$ cat config.mk
export PLATFORM = sky130hd
export DESIGN_NAME = operand_fetch_sb
export DESIGN_NICKNAME = d
export VERILOG_FILES = /design/src/rtl/operand_fetch_sb.sv
export SDC_FILE = /design/constraint.sdc
export NUM_CORES = 1
export LEC_CHECK = 0
export CORE_AREA = 5 5 132 134
export CTS_BUF_LIST = sky130_fd_sc_hd__clkbuf_2 sky130_fd_sc_hd__clkbuf_4 sky130_fd_sc_hd__clkbuf_8
export DETAILED_ROUTE_END_ITERATION = 6
export DIE_AREA = 0 0 137 139
export HOLD_SLACK_MARGIN = 0.03
export PLACE_DENSITY_LB_ADDON = 0.08
export SYNTH_ARGS = -nofsm -noshare
export SYNTH_HDL_FRONTEND = slang
export SYNTH_SLANG_ARGS = --single-unit
$ cat constraint.sdc
create_clock -name i_clk -period 9.1 [get_ports i_clk]
set_input_delay 2.275 -clock i_clk [delete_from_list [all_inputs] [get_ports i_clk]]
set_output_delay 2.275 -clock i_clk [all_outputs]
set_load 0.02 [all_outputs]
$ cat src/rtl/operand_fetch_sb.sv
// operand_fetch_sb
//   Operand-fetch / issue stage between decode and execute. Extracts the
//   immediate, muxes the three operand slots, and keeps a DEPTH-entry lock
//   queue of in-flight register writes. An instruction is held off (o_ready=0)
//   on a read-after-write hit in the queue or on a load while a store is in
//   flight. The queue tail drives the register-file writeback strobe.
//
// Ports
//   i_clk, i_rstn               clock, synchronous active-low reset
//   i_valid / o_ready           decode -> stage handshake (o_ready = issue)
//   i_rs1, i_rs2, i_rd, i_rd_we register addresses and write flag
//   i_is_load, i_is_store       memory read / write markers
//   i_instr_format, i_instr     format code and raw word for the immediate
//   i_next_pc                   PC operand (U/J formats)
//   i_instr_type, i_alu_sel     control passed through to execute
//   i_tag                       instruction tag passed through
//   i_data_rs1, i_data_rs2      register-file read data
//   i_wb_data                   writeback data of the retiring tail entry
//   o_rs1_add, o_rs2_add        register-file read addresses
//   o_valid / i_ready           stage -> execute handshake
//   o_opA, o_opB, o_opC         operands
//   o_next_pc, o_instr_type, o_alu_sel, o_tag   registered pass-through
//   o_addr_wr, o_wr_en          writeback address and strobe

module operand_fetch_sb #(
  parameter int XLEN  = 32,
  parameter int NREG  = 32,
  parameter int DEPTH = 2,
  parameter int TAGW  = 4,
  parameter int FWD   = 0,
  localparam int AW   = $clog2(NREG)
) (
  input  logic            i_clk,
  input  logic            i_rstn,
  input  logic            i_valid,
  output logic            o_ready,
  input  logic [AW-1:0]   i_rs1,
  input  logic [AW-1:0]   i_rs2,
  input  logic [AW-1:0]   i_rd,
  input  logic            i_rd_we,
  input  logic            i_is_load,
  input  logic            i_is_store,
  input  logic [2:0]      i_instr_format,
  input  logic [31:0]     i_instr,
  input  logic [XLEN-1:0] i_next_pc,
  input  logic [2:0]      i_instr_type,
  input  logic [2:0]      i_alu_sel,
  input  logic [TAGW-1:0] i_tag,
  input  logic [XLEN-1:0] i_data_rs1,
  input  logic [XLEN-1:0] i_data_rs2,
  input  logic [XLEN-1:0] i_wb_data,
  output logic [AW-1:0]   o_rs1_add,
  output logic [AW-1:0]   o_rs2_add,
  output logic            o_valid,
  input  logic            i_ready,
  output logic [XLEN-1:0] o_opA,
  output logic [XLEN-1:0] o_opB,
  output logic [XLEN-1:0] o_opC,
  output logic [XLEN-1:0] o_next_pc,
  output logic [2:0]      o_instr_type,
  output logic [2:0]      o_alu_sel,
  output logic [TAGW-1:0] o_tag,
  output logic [AW-1:0]   o_addr_wr,
  output logic            o_wr_en
);

  localparam logic [2:0] FMT_R  = 3'd0;
  localparam logic [2:0] FMT_I  = 3'd1;
  localparam logic [2:0] FMT_S  = 3'd2;
  localparam logic [2:0] FMT_B  = 3'd3;
  localparam logic [2:0] FMT_U  = 3'd4;
  localparam logic [2:0] FMT_J  = 3'd5;
  localparam logic [2:0] OP0    = 3'd0;
  localparam logic [2:0] BYPASS = 3'd0;

  // lock queue: entry 0 is the youngest, entry DEPTH-1 is the tail
  logic [DEPTH-1:0] qv_q, qv_d, qst_q, qst_d;
  logic [AW-1:0]    qrd_q [DEPTH];
  logic [AW-1:0]    qrd_d [DEPTH];

  logic            valid_q, valid_d;
  logic [XLEN-1:0] opa_q, opa_d, opb_q, opb_d, opc_q, opc_d, pc_q, pc_d;
  logic [2:0]      type_q, type_d, alu_q, alu_d;
  logic [TAGW-1:0] tag_q, tag_d;

  logic            adv, issue, mem_haz;
  logic            rs1_young, rs1_tail, rs2_young, rs2_tail;
  logic            fwd1, fwd2, raw1, raw2;
  logic [XLEN-1:0] rs1_val, rs2_val, imm, opa_n, opb_n, opc_n;

  logic unused_instr;
  assign unused_instr = ^i_instr[6:0];

  assign adv = !valid_q || i_ready;

  always_comb begin
    rs1_young = 1'b0;
    rs2_young = 1'b0;
    for (int i = 0; i < DEPTH - 1; i++) begin
      if (qv_q[i] && (qrd_q[i] == i_rs1)) rs1_young = 1'b1;
      if (qv_q[i] && (qrd_q[i] == i_rs2)) rs2_young = 1'b1;
    end
    rs1_tail = qv_q[DEPTH-1] && (qrd_q[DEPTH-1] == i_rs1);
    rs2_tail = qv_q[DEPTH-1] && (qrd_q[DEPTH-1] == i_rs2);
    if (i_rs1 == '0) begin
      rs1_young = 1'b0;
      rs1_tail  = 1'b0;
    end
    if (i_rs2 == '0) begin
      rs2_young = 1'b0;
      rs2_tail  = 1'b0;
    end
    // a tail hit is only forwardable when the tail actually retires this cycle;
    // any younger hit carries the newer value and must stall
    fwd1 = (FWD != 0) && adv && rs1_tail && !rs1_young;
    fwd2 = (FWD != 0) && adv && rs2_tail && !rs2_young;
    raw1 = rs1_young || (rs1_tail && !fwd1);
    raw2 = rs2_young || (rs2_tail && !fwd2);
  end

  assign mem_haz = i_is_load && (|qst_q);
  // reset gates issue so nothing is accepted while the queue is being cleared
  assign issue   = i_rstn && i_valid && adv && !raw1 && !raw2 && !mem_haz;

  always_comb begin
    rs1_val = '0;
    rs2_val = '0;
    if (i_rs1 != '0) rs1_val = fwd1 ? i_wb_data : i_data_rs1;
    if (i_rs2 != '0) rs2_val = fwd2 ? i_wb_data : i_data_rs2;
  end

  always_comb begin
    imm = '0;
    unique case (i_instr_format)
      FMT_I:   imm = {{(XLEN-12){i_instr[31]}}, i_instr[31:20]};
      FMT_S:   imm = {{(XLEN-12){i_instr[31]}}, i_instr[31:25], i_instr[11:7]};
      FMT_B:   imm = {{(XLEN-13){i_instr[31]}}, i_instr[31], i_instr[7],
                      i_instr[30:25], i_instr[11:8], 1'b0};
      FMT_U:   imm = {{(XLEN-31){i_instr[31]}}, i_instr[30:12], 12'b0};
      FMT_J:   imm = {{(XLEN-21){i_instr[31]}}, i_instr[31], i_instr[19:12],
                      i_instr[20], i_instr[30:21], 1'b0};
      default: imm = '0;
    endcase
  end

  always_comb begin
    opa_n = '0;
    opb_n = '0;
    opc_n = '0;
    unique case (i_instr_format)
      FMT_I: begin opa_n = rs1_val;   opb_n = imm;                   end
      FMT_S: begin opa_n = rs1_val;   opb_n = imm;     opc_n = rs2_val; end
      FMT_R: begin opa_n = rs1_val;   opb_n = rs2_val;               end
      FMT_B: begin opa_n = rs1_val;   opb_n = rs2_val; opc_n = imm;  end
      FMT_U,
      FMT_J: begin opa_n = i_next_pc; opb_n = imm;                   end
      default: ;
    endcase
  end

  always_comb begin
    qv_d    = qv_q;
    qst_d   = qst_q;
    qrd_d   = qrd_q;
    valid_d = valid_q;
    opa_d   = opa_q;
    opb_d   = opb_q;
    opc_d   = opc_q;
    pc_d    = pc_q;
    type_d  = type_q;
    alu_d   = alu_q;
    tag_d   = tag_q;
    if (adv) begin
      for (int i = DEPTH - 1; i > 0; i--) begin
        qv_d[i]  = qv_q[i-1];
        qst_d[i] = qst_q[i-1];
        qrd_d[i] = qrd_q[i-1];
      end
      qv_d[0]  = issue && i_rd_we && (i_rd != '0);
      qst_d[0] = issue && i_is_store;
      qrd_d[0] = issue ? i_rd : '0;

      valid_d = 1'b0;
      opa_d   = '0;
      opb_d   = '0;
      opc_d   = '0;
      pc_d    = '0;
      type_d  = OP0;
      alu_d   = BYPASS;
      tag_d   = '0;
      if (issue) begin
        valid_d = 1'b1;
        opa_d   = opa_n;
        opb_d   = opb_n;
        opc_d   = opc_n;
        pc_d    = i_next_pc;
        type_d  = i_instr_type;
        alu_d   = i_alu_sel;
        tag_d   = i_tag;
      end
    end
  end

  always_ff @(posedge i_clk) begin
    if (!i_rstn) begin
      qv_q    <= '0;
      qst_q   <= '0;
      for (int i = 0; i < DEPTH; i++) qrd_q[i] <= '0;
      valid_q <= 1'b0;
      opa_q   <= '0;
      opb_q   <= '0;
      opc_q   <= '0;
      pc_q    <= '0;
      type_q  <= OP0;
      alu_q   <= BYPASS;
      tag_q   <= '0;
    end else begin
      qv_q    <= qv_d;
      qst_q   <= qst_d;
      qrd_q   <= qrd_d;
      valid_q <= valid_d;
      opa_q   <= opa_d;
      opb_q   <= opb_d;
      opc_q   <= opc_d;
      pc_q    <= pc_d;
      type_q  <= type_d;
      alu_q   <= alu_d;
      tag_q   <= tag_d;
    end
  end

  assign o_ready      = issue;
  assign o_rs1_add    = i_rs1;
  assign o_rs2_add    = i_rs2;
  assign o_valid      = valid_q;
  assign o_opA        = opa_q;
  assign o_opB        = opb_q;
  assign o_opC        = opc_q;
  assign o_next_pc    = pc_q;
  assign o_instr_type = type_q;
  assign o_alu_sel    = alu_q;
  assign o_tag        = tag_q;
  assign o_addr_wr    = qrd_q[DEPTH-1];
  // no strobe while reset is asserted: in-flight writes are being discarded
  assign o_wr_en      = i_rstn && adv && qv_q[DEPTH-1];

endmodule
==> impl_metrics.py <==
metrics = {
    "die": {
        "die_area_um2": 19000,
        "floorplan.initialDensity_pct": 39.7,
        "fp.dieH_um": 139,
        "horizontal_extent_of_the_die_um": 137,
        "floorplan.io_pins": 351,
        "core_um2": 16200,
        "num_rows": 47,
    },
    "sta": {
        "fin_worst_skew_ns": 0.0175,
        "rsz0062_at_grt": "no",
        "slew_violations": 0,
        "layout_worst_path_cycle_share_pct": 78.7,
        "finalSetupViolations": 0,
        "tightestPinTransition_ns": 1.24,
        "finalHoldViolCount": 0,
        "final.setup.tns_ns": 0,
        "max-slew-margin-rel_pct": 16.2,
        "period_minus_slack_ns": 7.17,
        "fmaxAchievable_mhz": 140,
    },
    "logic_synthesis": {
        "yosysSeqAreaShare_pct": 47.7,
        "postSynthAreaPerCell_um2": 9.56,
        "yosys_register_bits": 153,
        "ys_dominant_reg_cell": "dfxtp_1",
        "synth_top_cell_area_share_pct": 47.7,
        "synthTopCellsByArea": "dfxtp_1 (48%), a22o_1 (14%), nand2_1 (6.1%), o21ai_2 (4.1%), a22oi_1 (3.7%)",
        "synthesis.nets": 871,
        "syn-instance-count": 672,
        "yosysWarningCount": 0,
        "synth_edf_count": 0,
        "async_flop_share_pct": 0,
        "synth.lib_cells_used.distinct": 43,
        "netlist_area_um2": 6420,
        "synthDominantAreaCellType": "dfxtp_1",
    },
    "grt": {
        "grt_remaining_overflow": 0,
        "grt_antenna_before_repair": 0,
        "vias_in_the_first_global_route": 6440,
        "maximum_number_of_pins_on_one_net_before_global_route_repair": 78,
        "grt_pass1_wl_um": 35500,
        "grt_util_all_layers_pct": 23.8,
    },
    "pwr": {
        "vdd_drop_max_v": 0.0000898,
        "cellPowerDensity_nw_per_um2": 155,
        "static-leakage-power_nw": 3.67,
    },
    "final_layout": {
        "area_delta_synth_final_pct": 55.2,
        "stdcell_count": 1173,
        "final_cell_mix": "clkdlybuf4s50_1 (311), dfxtp_1 (153), a22o_1 (105)",
        "antenna_cells_inserted": 0,
        "final_layout_size_suffix_gt1_share_pct": 8.60,
        "final_common_cell": "clkdlybuf4s50_1",
        "num-nets-final": 1139,
    },
    "worst_setup_path": {
        "critPathMaxStageDelay_ns": 0.73,
        "startpoint_type": "primary input",
        "path_type_of_the_worst_setup_path": "in -> out",
        "critical-path-slowest-cell": "clkdlybuf4s50_1",
        "critical_path.max_fanout": 4,
        "cp_data_arrival_time_ns": 4.89,
        "cp_common_cell": "clkdlybuf4s50_1",
        "critPathTopFamily": "buffers and inverters",
        "timing.reg2reg.setup_slack_ns": 6.29,
        "critical_path.reg2reg.endpoint": "o_opA[0]$_SDFFE_PN0N_",
        "cp_bufs_invs": 2,
        "worst-endpoint-required_ns": 6.83,
        "crit_path_from": "i_rs1[2]",
        "critical_path.reg2reg.startpoint": "qrd_q[8]$_SDFFE_PN0N_",
        "crit_path_cell_trace": "clkdlybuf4s50_1 > nor4_1 > a211oi_1 > a22o_1 > nor3_4 > clkdlybuf4s50_1",
        "cp-end-kind": "primary output",
        "worst-r2r-cell-count": 6,
    },
    "min_path": {
        "whs_path_depth": 2,
        "type_of_the_most_critical_hold_path": "reg -> reg",
        "timing.hold.worst_endpoint": "o_opA[5]$_SDFFE_PN0N_",
        "hold_path.startpoint": "o_opA[5]$_SDFFE_PN0N_",
    },
    "clock_tree": {
        "post_cts_resized": 0,
        "clock_tree.root_cell": "clkbuf_8",
        "cts-buffers-inserted": 17,
        "clock_latency_ns": 0.46,
        "postCtsHoldBufs": 0,
        "htree_levels": 4,
        "cts_tree": "yes",
        "clock_sink_count": 153,
        "clkSlewWorstSetupHoldPaths_ns": 0.08,
        "cts_setup_buffers": 0,
        "clockBufferDepth": 2,
    },
    "detailed_routing": {
        "route.final.wire_length_um": 23000,
        "drt_pre_antenna_iters": 6,
        "via_count": 6375,
        "vias_per_cell": 5.43,
        "routedWlPerCell_um": 19.6,
        "drt_drc_violations_left": 0,
        "postRouteAntennaNets": 0,
        "drt_iter0_markers": 303,
    },
    "placement": {
        "dp.final_hpwl_um": 16800,
        "port-buffer-count": 311,
        "place_inst": 1141,
        "last_weighted_congestion_value_of_the_routability_driven_placer": 0.882,
    },
    "status": {
        "status": "completed",
    },
    "run": {
        "maxCapViolations": 0,
    },
}
per-layer routing:
metal  share of wire (%)  global-route usage [%]  wire length (µm)
met5                   0                       0                 0
met4                 2.4                    8.35               548
met3                 8.9                    7.66              2050
met2                  49                    39.8             11300
met1                  40                    28.4              9160
how the worst max path moves through the flow:
stage | to | slack [ns] | cells after the start
after CTS | o_ready | 1.93 | 6
after global routing | o_ready | 1.79 | 6
final | o_ready | 1.93 | 6
after detailed placement | o_ready | 1.94 | 6
after floorplan | o_ready | 3.03 | 5
after global placement | o_ready | 1.95 | 6
power breakdown:
| part | total (W) | switching, W | internal, W |
|---|---|---|---|
| clock | 0.000555 | 0.000270 | 0.000285 |
| combinational | 0.000284 | 0.000140 | 0.000144 |
| sequential | 0.000708 | 0.0000154 | 0.000693 |
| total | 0.00155 | 0.000425 | 0.00112 |
worst register-to-register path, delay by kind of cell, from the launching register on:
family	cells	cell delay, ns
simple gates	3	1.29
xor+xnor	1	0.16
compound gates	1	0.22
buf+inv	1	0.55
flops	1	0.46
cell families (layout without fill, tap and decap cells):
group	Yosys count	after routing	synth area share, %
flip-flops	153	153	47.7
AND/OR/NAND/NOR	143	143	9.91
buffers and inverters	75	356	5.88
AO/OA/AOI/OAI	276	276	32.9
adder cells (fa/ha/maj)	4	4	0.779
XOR/XNOR	21	21	2.86
area by class of cell:
type                       instances  area (µm²)
timing repair buffer             319        3170
inverter                           5        18.8
multi-input combinational        444        3020
sequential                       153        3060
clock inverter                    13         168
clock buffer                      19         255
tap                              220         275
fill                            1297        6200
per-stage QoR:
stage	instance area [µm²]	utilization [%]	hold WS, ns	setup slack, ns	total power (W)
finish	9970	61.6	0.453	1.93	0.00155
global route	9970	61.6	0.472	1.79	0.00161
CTS	9970	61.6	0.458	1.93	0.00156
detailed placement	9550	59.0	0.440	1.94	0.00101
global placement	9550	59.0	0.437	1.95	0.00100
floorplan	6420	-	0.437	3.03	0.000856
state kept, by name, indices dropped and copies added, names as in the netlist:
name / cells
o_next_pc: 32
o_opA: 32
o_opB: 32
o_opC: 32
o_addr_wr: 5
qrd_q: 5
o_tag: 4
o_alu_sel: 3
o_instr_type: 3
qst_q: 2
qv_q: 2
o_valid: 1
cells in the mapped netlist (all sizes together), types with 5 or more instances:
cell and instances:
a21boi 7, nand2 104, buf 30, a21oi 16
dfxtp 153, nor4 6, a22o 105, nor2b 6
a2bb2oi 10, xor2 16, clkbuf 40, o21ai 81
nor2 6, xnor2 5, a32o 7, a22oi 32
o211ai 11
Note: power is estimated with default switching activity, not from simulation.
